`config.mk`:
```
export PLATFORM = sky130hd
export DESIGN_NAME = snake_body_engine
export DESIGN_NICKNAME = d
export VERILOG_FILES = /design/src/rtl/snake_pkg.sv /design/src/rtl/snake_tick_gen.sv /design/src/rtl/snake_body_engine.sv
export SDC_FILE = /design/constraint.sdc
export NUM_CORES = 1
export LEC_CHECK = 0
export ABC_AREA = 0
export CORE_AREA = 2 2 242 244
export CTS_CLUSTER_SIZE = 30
export DETAILED_ROUTE_END_ITERATION = 10
export DIE_AREA = 0 0 244 246
export GPL_ROUTABILITY_DRIVEN = 1
export PLACE_DENSITY = 0.73
export SLEW_MARGIN = 20
export SYNTH_ARGS = -nofsm -noshare
export SYNTH_HDL_FRONTEND = slang
export SYNTH_SLANG_ARGS = --single-unit
export TNS_END_PERCENT = 100
```
`constraint.sdc`:
```
create_clock -name clk -period 40.5 [get_ports clk]
set_clock_uncertainty 0.15 [all_clocks]
set_input_delay 8.1 -clock clk [delete_from_list [all_inputs] [get_ports clk]]
set_output_delay 8.1 -clock clk [all_outputs]
set_load 0.005 [all_outputs]
```
`src/rtl/snake_pkg.sv`:
```
// snake_pkg: shared encodings and helpers for the snake movement engine
package snake_pkg;
  typedef enum logic [1:0] {RUNNING = 2'b00, DIE = 2'b01, INITIAL = 2'b10} game_state_e;
  typedef enum logic [1:0] {UP = 2'd0, DOWN = 2'd1, LEFT = 2'd2, RIGHT = 2'd3} dir_e;
  localparam int GRID_W_DEF = 40;
  localparam int GRID_H_DEF = 30;
  // UP/DOWN and LEFT/RIGHT differ only in bit 0
  function automatic dir_e opposite(dir_e d);
    return dir_e'(d ^ 2'b01);
  endfunction
endpackage

```
`src/rtl/snake_tick_gen.sv`:
```
// snake_tick_gen: movement tick divider, step strobe on terminal count
module snake_tick_gen #(
  parameter int MOVE_DIV = 25_000_000
) (
  input  logic clk,
  input  logic rst,
  input  logic clr,
  input  logic en,
  output logic step
);
  localparam int W = MOVE_DIV > 1 ? $clog2(MOVE_DIV) : 1;
  logic [W-1:0] cnt;
  assign step = en && cnt == W'(MOVE_DIV - 1);
  always_ff @(posedge clk) begin
    if (rst || clr) cnt <= '0;
    else if (en) cnt <= step ? '0 : cnt + W'(1);
  end
endmodule

```
`src/rtl/snake_body_engine.sv`:
```
// snake_body_engine: snake movement, growth, collision flags and per-cell occupancy query
module snake_body_engine import snake_pkg::*; #(
  parameter int GRID_W    = GRID_W_DEF,
  parameter int GRID_H    = GRID_H_DEF,
  parameter int CW        = 6,
  parameter int MAX_LEN   = 32,
  parameter int START_LEN = 3,
  parameter int START_X   = 20,
  parameter int START_Y   = 15,
  parameter int MOVE_DIV  = 25_000_000
) (
  input  logic          clk,
  input  logic          rst,
  input  logic [1:0]    game_state,
  input  logic          up,
  input  logic          down,
  input  logic          left,
  input  logic          right,
  input  logic [CW-1:0] food_x,
  input  logic [CW-1:0] food_y,
  input  logic          food_valid,
  output logic          hit_boundary,
  output logic          hit_self,
  output logic          eat,
  output logic [5:0]    len,
  output logic [CW-1:0] head_x,
  output logic [CW-1:0] head_y,
  input  logic [CW-1:0] qry_x,
  input  logic [CW-1:0] qry_y,
  output logic          qry_head,
  output logic          qry_body
);
  localparam logic signed [CW:0] GW = (CW+1)'(GRID_W);
  localparam logic signed [CW:0] GH = (CW+1)'(GRID_H);
  logic [CW-1:0] seg_x [MAX_LEN];
  logic [CW-1:0] seg_y [MAX_LEN];
  dir_e dir, pend_dir, req;
  logic init, step, bnd, grow, self_hit;
  logic signed [CW:0] nx, ny;
  logic [MAX_LEN-1:0] self_v, body_v;
  assign init = game_state == INITIAL;
  assign head_x = seg_x[0];
  assign head_y = seg_y[0];
  snake_tick_gen #(.MOVE_DIV(MOVE_DIV)) u_tick (
    .clk(clk), .rst(rst), .clr(init), .en(game_state == RUNNING), .step(step)
  );
  assign req = up ? UP : down ? DOWN : left ? LEFT : RIGHT;
  // one extra sign bit so stepping off the 0 edge reads as negative instead of wrapping
  assign nx = $signed({1'b0, seg_x[0]}) + $signed(pend_dir == RIGHT ? (CW+1)'(1) : pend_dir == LEFT ? '1 : '0);
  assign ny = $signed({1'b0, seg_y[0]}) + $signed(pend_dir == DOWN ? (CW+1)'(1) : pend_dir == UP ? '1 : '0);
  assign bnd = nx[CW] || nx >= GW || ny[CW] || ny >= GH;
  assign grow = food_valid && nx[CW-1:0] == food_x && ny[CW-1:0] == food_y && !bnd;
  assign self_hit = |self_v;
  for (genvar k = 0; k < MAX_LEN; k++) begin : g_cmp
    // the tail only blocks the move when growth keeps it in place
    assign self_v[k] = seg_x[k] == nx[CW-1:0] && seg_y[k] == ny[CW-1:0] &&
                       (6'(k + 1) < len || (6'(k + 1) == len && grow));
    assign body_v[k] = k != 0 && 6'(k) < len && seg_x[k] == qry_x && seg_y[k] == qry_y;
  end
  always_ff @(posedge clk) begin
    if (rst || init) begin
      for (int i = 0; i < MAX_LEN; i++) begin
        seg_x[i] <= CW'(START_X - i);
        seg_y[i] <= CW'(START_Y);
      end
      len <= 6'(START_LEN);
      dir <= RIGHT;
      pend_dir <= RIGHT;
      hit_boundary <= 1'b0;
      hit_self <= 1'b0;
      eat <= 1'b0;
    end else begin
      eat <= 1'b0;
      if ((up || down || left || right) && req != opposite(dir)) pend_dir <= req;
      if (step) begin
        dir <= pend_dir;
        hit_boundary <= hit_boundary | bnd;
        hit_self <= hit_self | self_hit;
        if (!bnd && !self_hit) begin
          seg_x[0] <= nx[CW-1:0];
          seg_y[0] <= ny[CW-1:0];
          for (int i = 1; i < MAX_LEN; i++) begin
            seg_x[i] <= seg_x[i-1];
            seg_y[i] <= seg_y[i-1];
          end
          eat <= grow;
          if (grow && len < 6'(MAX_LEN)) len <= len + 6'd1;
        end
      end
    end
  end
  always_ff @(posedge clk) begin
    if (rst) begin
      qry_head <= 1'b0;
      qry_body <= 1'b0;
    end else begin
      qry_head <= seg_x[0] == qry_x && seg_y[0] == qry_y;
      qry_body <= |body_v;
    end
  end
endmodule

```
==> results.ini <==
[sta]
rsz0062_at_grt = no
fin_crit_ns = 13.57
setup_viol = 0
hold_violations = 0
fin_hold_ws_ns = 0.322
fmax_mhz = 73.7
tightestPinTransition_ns = 1.24
setup_tns_ns = 0
fin_crit_sh_pct = 33.5
max_slew_margin_pct = 16.5
drv_slew = 0

[yosys]
synthCells = 2672
synth.avg_cell_area_sq_um = 10.7
synth.distinct_cells = 90
synth_edf_count = 384
syn_area_sq_um = 28500
ys.flop_type = edfxtp_1
syn_nets = 2713
synth_seq_cells = 424
ys_warn_count = 0
ys_seq_area_share_pct = 43.3
synthArstFlopShare_pct = 0

[cts]
cts_resized = 0
cts_root_buf = clkbuf_16
clkTransAtPathRegs_ns = 0.06
insertion_delay_ns = 0.62
cts_sinks = 424
postCtsHoldBufs = 0
clk_path_buf_depth = 3
cts_setup_buffers = 0
cts_made_buffers = 50
cts_tree = built
cts-htree-levels = 2

[floorplan]
die_x_microns = 244
core_sq_um = 57400
start_util_pct = 49.6
ioPinCount = 56
die-area_sq_um = 60000
die_height_microns = 246
placementRows = 88

[worst_setup_path]
crit_path_start_kind = primary input
slowest_stage = nor4b_2
cp_common_cell = buf_4
crit_path_end_kind = flop
path_class = primary input to flop
arrival_ns = 13.67
crit_required_ns = 40.59
crit_path_max_fanout = 146
reg2reg_to = seg_x[17][3]
path_cells = clkdlybuf4s50_1, xnor2_1, nand3_1, nor4b_2, o2111ai_1, or4_1, or3_1, o311ai_0, nor3_2, nand4_1, buf_4, nand2_8, buf_12, buf_4
rrSetupSlack_ns = 31.59
worstReg2RegStart = pend_dir[0]
r2r_cells = 19
crit_path_max_incr_delay_ns = 0.74

[finish]
fill_cells = 4836
layout.cells.most_common = xnor2_1
instances_no_fill = 3464
layout_common_cells = xnor2_1 (475), edfxtp_1 (384), xor2_1 (284)
drive_above_1_share_pct = 8.23
syn_to_final_growth_pct = 11.0
nets = 2697

[hold_path]
hp-class = flop to flop
hold_depth = 2
hold_end = hit_self
min-delay-start = hit_self

[global_routing]
grt_pass1_wl_microns = 161000
antenna_found_initial = 7
grt_pass1_vias = 22500
grtUsageTotal_pct = 37.4
grt_max_degree = 147
grt_remaining_overflow = 0

[pwr]
p_per_area_nw_per_um2 = 40.1
leakagePower_nw = 10.7
ir_drop_mv = 0.0370

[placement]
dp_cells = 3369
place.port_buffers = 55
place.gp.congestion = 1.04
dp_hpwl_microns = 77700

[routing]
vias = 23000
drtPass1Iterations = 7
wire_per_inst_microns = 32.6
viasPerCell = 6.64
wl_microns = 113000
drt_iter0_drc = 3451
antenna_left = 0
drc_errors = 0

[job]
max-cap-violations = 0

[outcome]
status = completed

==> per-layer routing <==
layer | up-vias | part of all wire (%) | global-route usage (%)
met3 | 410 | 11 | 8.42
met2 | 1700 | 44 | 57.6
met5 | - | 0.041 | 0
met4 | 6 | 7.7 | 25.1
met1 | 11300 | 37 | 47.1
li1 | 9565 | - | -
==> cell type report <==
class,instances,area [sq um],share of cell area [%]
multi-input cells,2010,15300,48.5
flip-flops and latches,424,12300,39.0
clock buffers,63,1350,4.28
repair buffers,139,1140,3.60
well taps,765,957,3.03
clock inverters,31,364,1.15
inverters,31,116,0.368
diodes,1,2.50,0.00792
==> worst max-delay path by stage <==
stage | from | endpoint | cells after the start
after CTS | food_x[1] | seg_x[17][3] | 14
final | food_x[1] | seg_x[17][3] | 14
after global placement | food_x[0] | seg_x[17][4] | 14
after global routing | food_x[1] | seg_x[17][3] | 14
after detailed placement | food_x[0] | seg_x[17][4] | 14
after floorplan | food_x[0] | seg_x[0][0] | 11
==> Yosys cell counts, types with 12 or more instances <==
cell type	instances	share of area, %
a21oi_1	46	0.81
clkbuf_1	115	1.5
buf_1	36	0.47
nor3_1	51	0.90
nand2b_1	109	2.4
or3_1	120	2.6
buf_2	42	0.74
nor4_1	92	2.0
nand4_1	109	2.4
or4_1	12	0.32
xnor3_1	44	3.5
o21ai_0	54	0.95
and2_1	62	1.4
dfxtp_1	40	2.8
nor2_1	86	1.1
nand2_1	76	1.0
nand3_1	56	0.98
and3_1	115	2.5
xnor2_1	480	15
xor2_1	284	8.7
inv_1	30	0.40
edfxtp_1	384	40
==> flip-flops by register name, summed over array words and instances, names as in the netlist <==
| signal | flops |
|---|---|
| dir | 2 |
| eat | 1 |
| hit_boundary | 1 |
| hit_self | 1 |
| len | 6 |
| pend_dir | 2 |
| qry_body | 1 |
| qry_head | 1 |
| seg_x | 192 |
| seg_y | 192 |
| u_tick.cnt | 25 |
==> stage by stage <==
step	area (sq um)	utilization, %	power [W]	setup WS (ns)
2_1_floorplan	28500	-	0.000708	20.90
3_3_place_gp	29900	52.0	0.000780	26.27
3_5_place_dp	29900	52.1	0.000786	26.16
4_1_cts	31600	55.0	0.00126	26.81
5_1_grt	31600	55.1	0.00130	26.74
6_report	31600	55.1	0.00127	26.93
==> logic make-up (layout without fill, tap and decap cells) <==
kind of cell    count (synthesis)  after routing  synth area share (%)
other cells                     1              2                0.0132
compound gates                240            240                  5.98
fa+ha+maj                       8              8                 0.352
mux                             6              6                 0.233
buf+inv                       238            264                  3.48
simple gates                  941            941                  19.2
flops                         424            424                  43.3
xor+xnor                      814            814                  27.4
==> where the power goes <==
group	switching [W]	internal, W	total, W	leakage [nW]
clock	0.000198	0.000283	0.000481	0.844
sequential	0.0000317	0.000502	0.000534	3.93
combinational	0.000153	0.0000991	0.000252	5.95
total	0.000383	0.000884	0.00127	10.7
==> critical path: cells and delay by family <==
| family | cells | cell delay [ns] |
|---|---|---|
| AO/OA/AOI/OAI | 2 | 0.70 |
| AND/OR/NAND/NOR | 7 | 2.46 |
| XOR/XNOR | 1 | 0.12 |
| buffers and inverters | 4 | 2.00 |
Power figures use the tool's default switching activity.
==> RTL change 1: new RTL, same settings <==
Change the parameter `CW` from 6 to 5.
--- a/src/rtl/snake_body_engine.sv
+++ b/src/rtl/snake_body_engine.sv
@@ -4,3 +4,3 @@
   parameter int GRID_H    = GRID_H_DEF,
-  parameter int CW        = 6,
+  parameter int CW        = 5,
   parameter int MAX_LEN   = 32,
Ports: changed (6 resized); port bits go from 56 to 50. The function was not compared with the original's and may differ.
==> RTL change 1 against the original RTL <==
- count of clock-buffer cells in the layout down 1
- cell area down 22%
- total power down 18%
- sequential cell count down 64
- fmax up 25%
- register-to-register slack better by 4000 ps
- worst setup slack better by 2700 ps
- area after synthesis down 25%
- wire length down 43%
- critical path type unchanged
==> RTL change 1: results (changes against the original RTL) <==
----------------------------------------------------
[Outcome]
  Result of the run ... completed (unchanged)

[Logic synthesis]
  Synth Area per Inst ... 11.3 um^2 (was 10.7 um^2)
  Xor/xnor share of the synthesized area ... 28.0% (was 27.4%)
  Number of flops mapped to enable cells by yosys ... 320 (was 384)
  Fraction of the yosys area taken by sequential cells ... 48.6% (was 43.3%)
  Post-synthesis adder-cell area fraction ... 0.678% (was 0.352%)
  Count of cell types in the netlist ... 64 (was 90)
  Ranking of synthesized cells by area ... sky130_fd_sc_hd__edfxtp_1, sky130_fd_sc_hd__xor2_1, sky130_fd_sc_hd__xnor2_1 (was sky130_fd_sc_hd__edfxtp_1, sky130_fd_sc_hd__xnor2_1, sky130_fd_sc_hd__xor2_1)

[Cells and area]
  Number of filler cells placed in the layout ... 5310 (was 4836)
  Fraction of final layout cells with drive strength greater than 1 ... 6.72% (was 8.23%)
  Multi-input gate area ... 0.0112 mm^2 (was 0.0153 mm^2)
  Largest registers ... seg_x x160, seg_y x160, u_tick.cnt x25 (was seg_x x192, seg_y x192, u_tick.cnt x25)
  Antenna fix cells ... 0 (was 1)

[Pwr]
  Worst IR Drop VDD ... 0.0369 mV (was 0.0370 mV)
  Power density over the cells ... 42.2 mW/mm^2 (was 40.1 mW/mm^2)
  P_leak ... 0.00846 uW (was 0.0107 uW)
  Power Clock ... 365 uW (was 481 uW)

[Detailed routing]
  Post-DR vias/cell ... 5.43 (was 6.64)

[GRT]
  Initial antenna violation count ... 4 (was 7)
  Gr usage total ... 21.1% (was 37.4%)
  First-pass GRT wire length ... 94700 um (was 161000 um)
  Largest net degree at the start of global routing ... 160 (was 147)
  Vias in the first global route ... 15400 (was 22500)

[Clock network]
  Clock insertion delay at the later pin of the skew report ... 580 ps (was 620 ps)

[Worst setup path]
  Signal arrival time at the worst endpoint ... 11040 ps (was 13670 ps)

[Placement]
  DP Worst Slack ... 29190 ps (was 26160 ps)
  Cell Area, Placed ... 0.0233 mm^2 (was 0.0299 mm^2)
  Placer Congestion ... 0.916 (was 1.04)
  Port Buffer Count ... 38 (was 55)

[STA]
  Headroom to the max-slew limit ... 31.1% (was 16.5%)

----------------------------------------------------
## RTL change 1: cell count changes after synthesis, sizes merged, moves of 20 or more
cell / change
buf: -36
xnor3: -31
and3: -108
xnor2: -169
xor2: +47
or3: -110
o21ai: -40
nor4: -20
clkbuf: -47
nor2: -35
nand4: -35
edfxtp: -64
## RTL change 1: path summary, 6_finish.rpt
kind,start,endpoint,slack (ps),depth (start not counted)
max,qry_y[1],qry_body$_SDFF_PP0_,29650,9
min,hit_boundary$_SDFFE_PP0P_,hit_boundary$_SDFFE_PP0P_,330,2
max reg2reg,pend_dir[1]$_SDFFE_PP1P_,hit_self$_SDFFE_PP0P_,35600,13
min reg2reg,hit_boundary$_SDFFE_PP0P_,hit_boundary$_SDFFE_PP0P_,330,2
## RTL change 1: final cells by class
class | count | share of cell area, %
multi-input cells | 1565 | 45.3
flip-flops and latches | 360 | 42.3
clock buffers | 62 | 5.03
well taps | 765 | 3.89
repair buffers | 80 | 2.67
inverters | 32 | 0.518
clock inverters | 14 | 0.310
## RTL change 1: worst max-delay path: stages
cell and delay, ps:
sky130_fd_sc_hd__buf_2 600, sky130_fd_sc_hd__buf_4 510, sky130_fd_sc_hd__xor2_1 180, sky130_fd_sc_hd__nor4_1 80, sky130_fd_sc_hd__nand3_1 300, sky130_fd_sc_hd__o21ai_0 190
sky130_fd_sc_hd__a211oi_1 490, sky130_fd_sc_hd__and3_1 310, sky130_fd_sc_hd__a41oi_1 260
## RTL change 1: routing by layer
metal	share of wire, %	global-route usage [%]	vias to the layer above
met4	6.1	12.7	4
met2	46	34.2	798
met1	38	26.2	7670
li1	-	-	6895
met5	0.042	0	-
met3	9.6	3.78	256
==> RTL change 2: new RTL, config.mk and constraints unchanged <==
Without the edit above. Register the outputs `head_x` and `head_y`, without a reset; this adds one clock of latency there. The other outputs are not delayed to match.
--- a/src/rtl/snake_body_engine.sv
+++ b/src/rtl/snake_body_engine.sv
@@ -41,4 +41,6 @@
   assign init = game_state == INITIAL;
-  assign head_x = seg_x[0];
-  assign head_y = seg_y[0];
+  always_ff @(posedge clk) begin
+    head_x <= seg_x[0];
+    head_y <= seg_y[0];
+  end
   snake_tick_gen #(.MOVE_DIV(MOVE_DIV)) u_tick (
Check against the original RTL: not settled (the Yosys comparison gave no result); the edit may change what the design does.
==> RTL change 2 against the original RTL <==
- sequential cell count rose by 12
- first-iteration DRC count fell by 15%
- via count fell by 6.1%
- die area did not move
- combinational power fell by 3%
- wire length fell by 9.0%
- worst setup slack improved by 1100 ps
- cell area fell by 0.99%
- total power fell by 1.6%
- area after synthesis barely moved
- critical endpoint is now seg_y[8][2]$_SDFFCE_PN1P_
==> RTL change 2: results (changes against the original RTL) <==
----------------------------------------------------
[Clock network]
  Maximum clock insertion buffer count ... 3 (unchanged)
  Number of setup buffers added after CTS ... 0 (unchanged)
  Clock insertion delay at the later pin of the skew report ... 620 ps (about the same)
  Inserted Clock Buffers ... 49 (was 50)
  Root buffer cell ... sky130_fd_sc_hd__clkbuf_16 (unchanged)
  Htree depth ... 2 (unchanged)
  Clock transition at the registers of the reported paths ... 60 ps (about the same)
  CTS-repair resized insts ... 0 (unchanged)

[Logic synthesis]
  Post-synthesis async set-or-reset flop share ... 0% (unchanged)
  Fraction of the yosys area taken by sequential cells ... 44.1% (was 43.3%)
  Yosys warning count ... 0 (unchanged)
  Share of the synthesized area in compound gates (AO/OA/AOI/OAI) ... 4.41% (was 5.98%)
  Number of flops mapped to enable cells by yosys ... 384 (unchanged)
  Count of cell types in the netlist ... 95 (was 90)
  Ranking of synthesized cells by area ... sky130_fd_sc_hd__edfxtp_1, sky130_fd_sc_hd__xnor2_1, sky130_fd_sc_hd__xor2_1 (unchanged)
  Share of cell area taken by muxes after synthesis ... 0.417% (was 0.233%)
  Top cells by count, synth ... sky130_fd_sc_hd__xnor2_1, sky130_fd_sc_hd__edfxtp_1, sky130_fd_sc_hd__xor2_1 (unchanged)
  Post-synthesis adder-cell area fraction ... 0.386% (was 0.352%)
  Xor/xnor share of the synthesized area ... 27.9% (was 27.4%)

[Worst hold path]
  Classification of the worst-slack hold path ... reg2reg (unchanged)

[GRT]
  Remaining global-route overflow ... 0 (unchanged)
  First-pass GRT wire length ... 145000 um (was 161000 um)
  Vias in the first global route ... 20800 (was 22500)
  Gr usage total ... 33.7% (was 37.4%)
  Largest net degree at the start of global routing ... 112 (was 147)
  Initial antenna violation count ... 4 (was 7)

[Placement]
  Post-detail-place hpwl ... 70200 um (was 77700 um)
  Port Buffer Count ... 55 (unchanged)
  Cell Area, Placed ... 0.0296 mm^2 (was 0.0299 mm^2)
  Placer Congestion ... 1.02 (was 1.04)

[Worst setup path]
  Standard cell with the maximum stage delay on the critical path ... sky130_fd_sc_hd__buf_4 (was sky130_fd_sc_hd__nor4b_2)
  Crit path largest cell delay ... 930 ps (was 740 ps)
  Crit-path max FO ... 111 (was 146)
  Signal arrival time at the worst endpoint ... 12660 ps (was 13670 ps)
  Top Family by Delay on Critical Path ... simple AND/OR/NAND/NOR gates (unchanged)

[Pwr]
  Worst IR Drop VDD ... 0.0332 mV (was 0.0370 mV)
  P_leak ... 0.0101 uW (was 0.0107 uW)

[STA]
  Headroom to the max-slew limit ... 26.0% (was 16.5%)

[Outcome]
  Result of the run ... completed (unchanged)

[Detailed routing]
  Wire length reported by the detailed router ... 103000 um (was 113000 um)
  Initial detailed-routing violation count ... 2923 (was 3451)
  Vias post-DR ... 21600 (was 23000)
  DRC ... 0 (unchanged)
  First-pass DRT Iterations ... 6 (was 7)

[Cells and area]
  Number of filler cells placed in the layout ... 4917 (was 4836)
  Fraction of final layout cells with drive strength greater than 1 ... 7.35% (was 8.23%)
  Final-stage net count ... 2652 (was 2697)
  Largest registers ... seg_x x192, seg_y x192, u_tick.cnt x25 (unchanged)

----------------------------------------------------
[RTL change 2: cells by family after synthesis]
kind of cell	count (synthesis)
mux	10
simple gates	945
xor+xnor	844
flops	436
compound gates	177
buf+inv	198
fa+ha+maj	9
other cells	1
[RTL change 2: worst register-to-register path: cells and delay by family, from the launching register on]
family | cells | cell delay (ps)
XOR/XNOR | 2 | 340
AO/OA/AOI/OAI | 1 | 660
buffers and inverters | 2 | 1630
adder cells (fa/ha/maj) | 1 | 890
AND/OR/NAND/NOR | 10 | 2960
flip-flops | 1 | 790
[RTL change 2: final timing paths]
| kind | to | cells past startpoint | slack, ps | startpoint |
|---|---|---|---|---|
| setup reg to reg | seg_y[8][2]$_SDFFCE_PN1P_ | 16 | 32800 | pend_dir[1]$_SDFFE_PP1P_ |
| setup / recovery | seg_y[8][2]$_SDFFCE_PN1P_ | 11 | 28000 | food_y[4] |
| hold / removal | head_y[5]$_DFF_P_ | 0 | 250 | seg_y[0][5]$_SDFFCE_PN0P_ |
| hold reg to reg | head_y[5]$_DFF_P_ | 0 | 250 | seg_y[0][5]$_SDFFCE_PN0P_ |
[RTL change 2: per-layer routing]
layer | routed length (um) | vias up | global-route usage, % | part of all wire [%]
met1 | 38800 | 10600 | 42.7 | 38
met2 | 44800 | 1402 | 51.8 | 44
met5 | 0 | - | 0.408 | 0
met4 | 6930 | 0 | 19.8 | 6.8
met3 | 12100 | 396 | 8.92 | 12
li1 | - | 9155 | - | -
[RTL change 2: stage by stage]
stage | cells | power (uW) | hold slack [ps] | worst slack (ps) | utilization (%)
6_report | 3420 | 1250 | 251 | 28000 | 54.5
4_1_cts | 3417 | 1240 | 263 | 28200 | 54.5
5_1_grt | 3418 | 1280 | 273 | 27900 | 54.5
3_5_place_dp | 3325 | 793 | 249 | 27570 | 51.7
3_3_place_gp | 3325 | 787 | 246 | 27640 | 51.7
2_1_floorplan | 2620 | 721 | 193 | 21660 | -
[RTL change 2: report_power, final]
group | total [uW] | internal [uW] | switching, uW
clock network | 455 | 261 | 193
logic | 245 | 99.0 | 146
registers | 547 | 515 | 32.4
total | 1250 | 875 | 371
[RTL change 2: cell type report]
class | instances | area share (%)
Clock buffer | 74 | 4.64
Inverter | 22 | 0.264
Tap cell | 765 | 3.06
Antenna cell | 3 | 0.0240
Multi-Input combinational cell | 1986 | 48.2
Timing Repair Buffer | 116 | 3.05
Sequential cell | 436 | 40.2
Clock inverter | 18 | 0.560
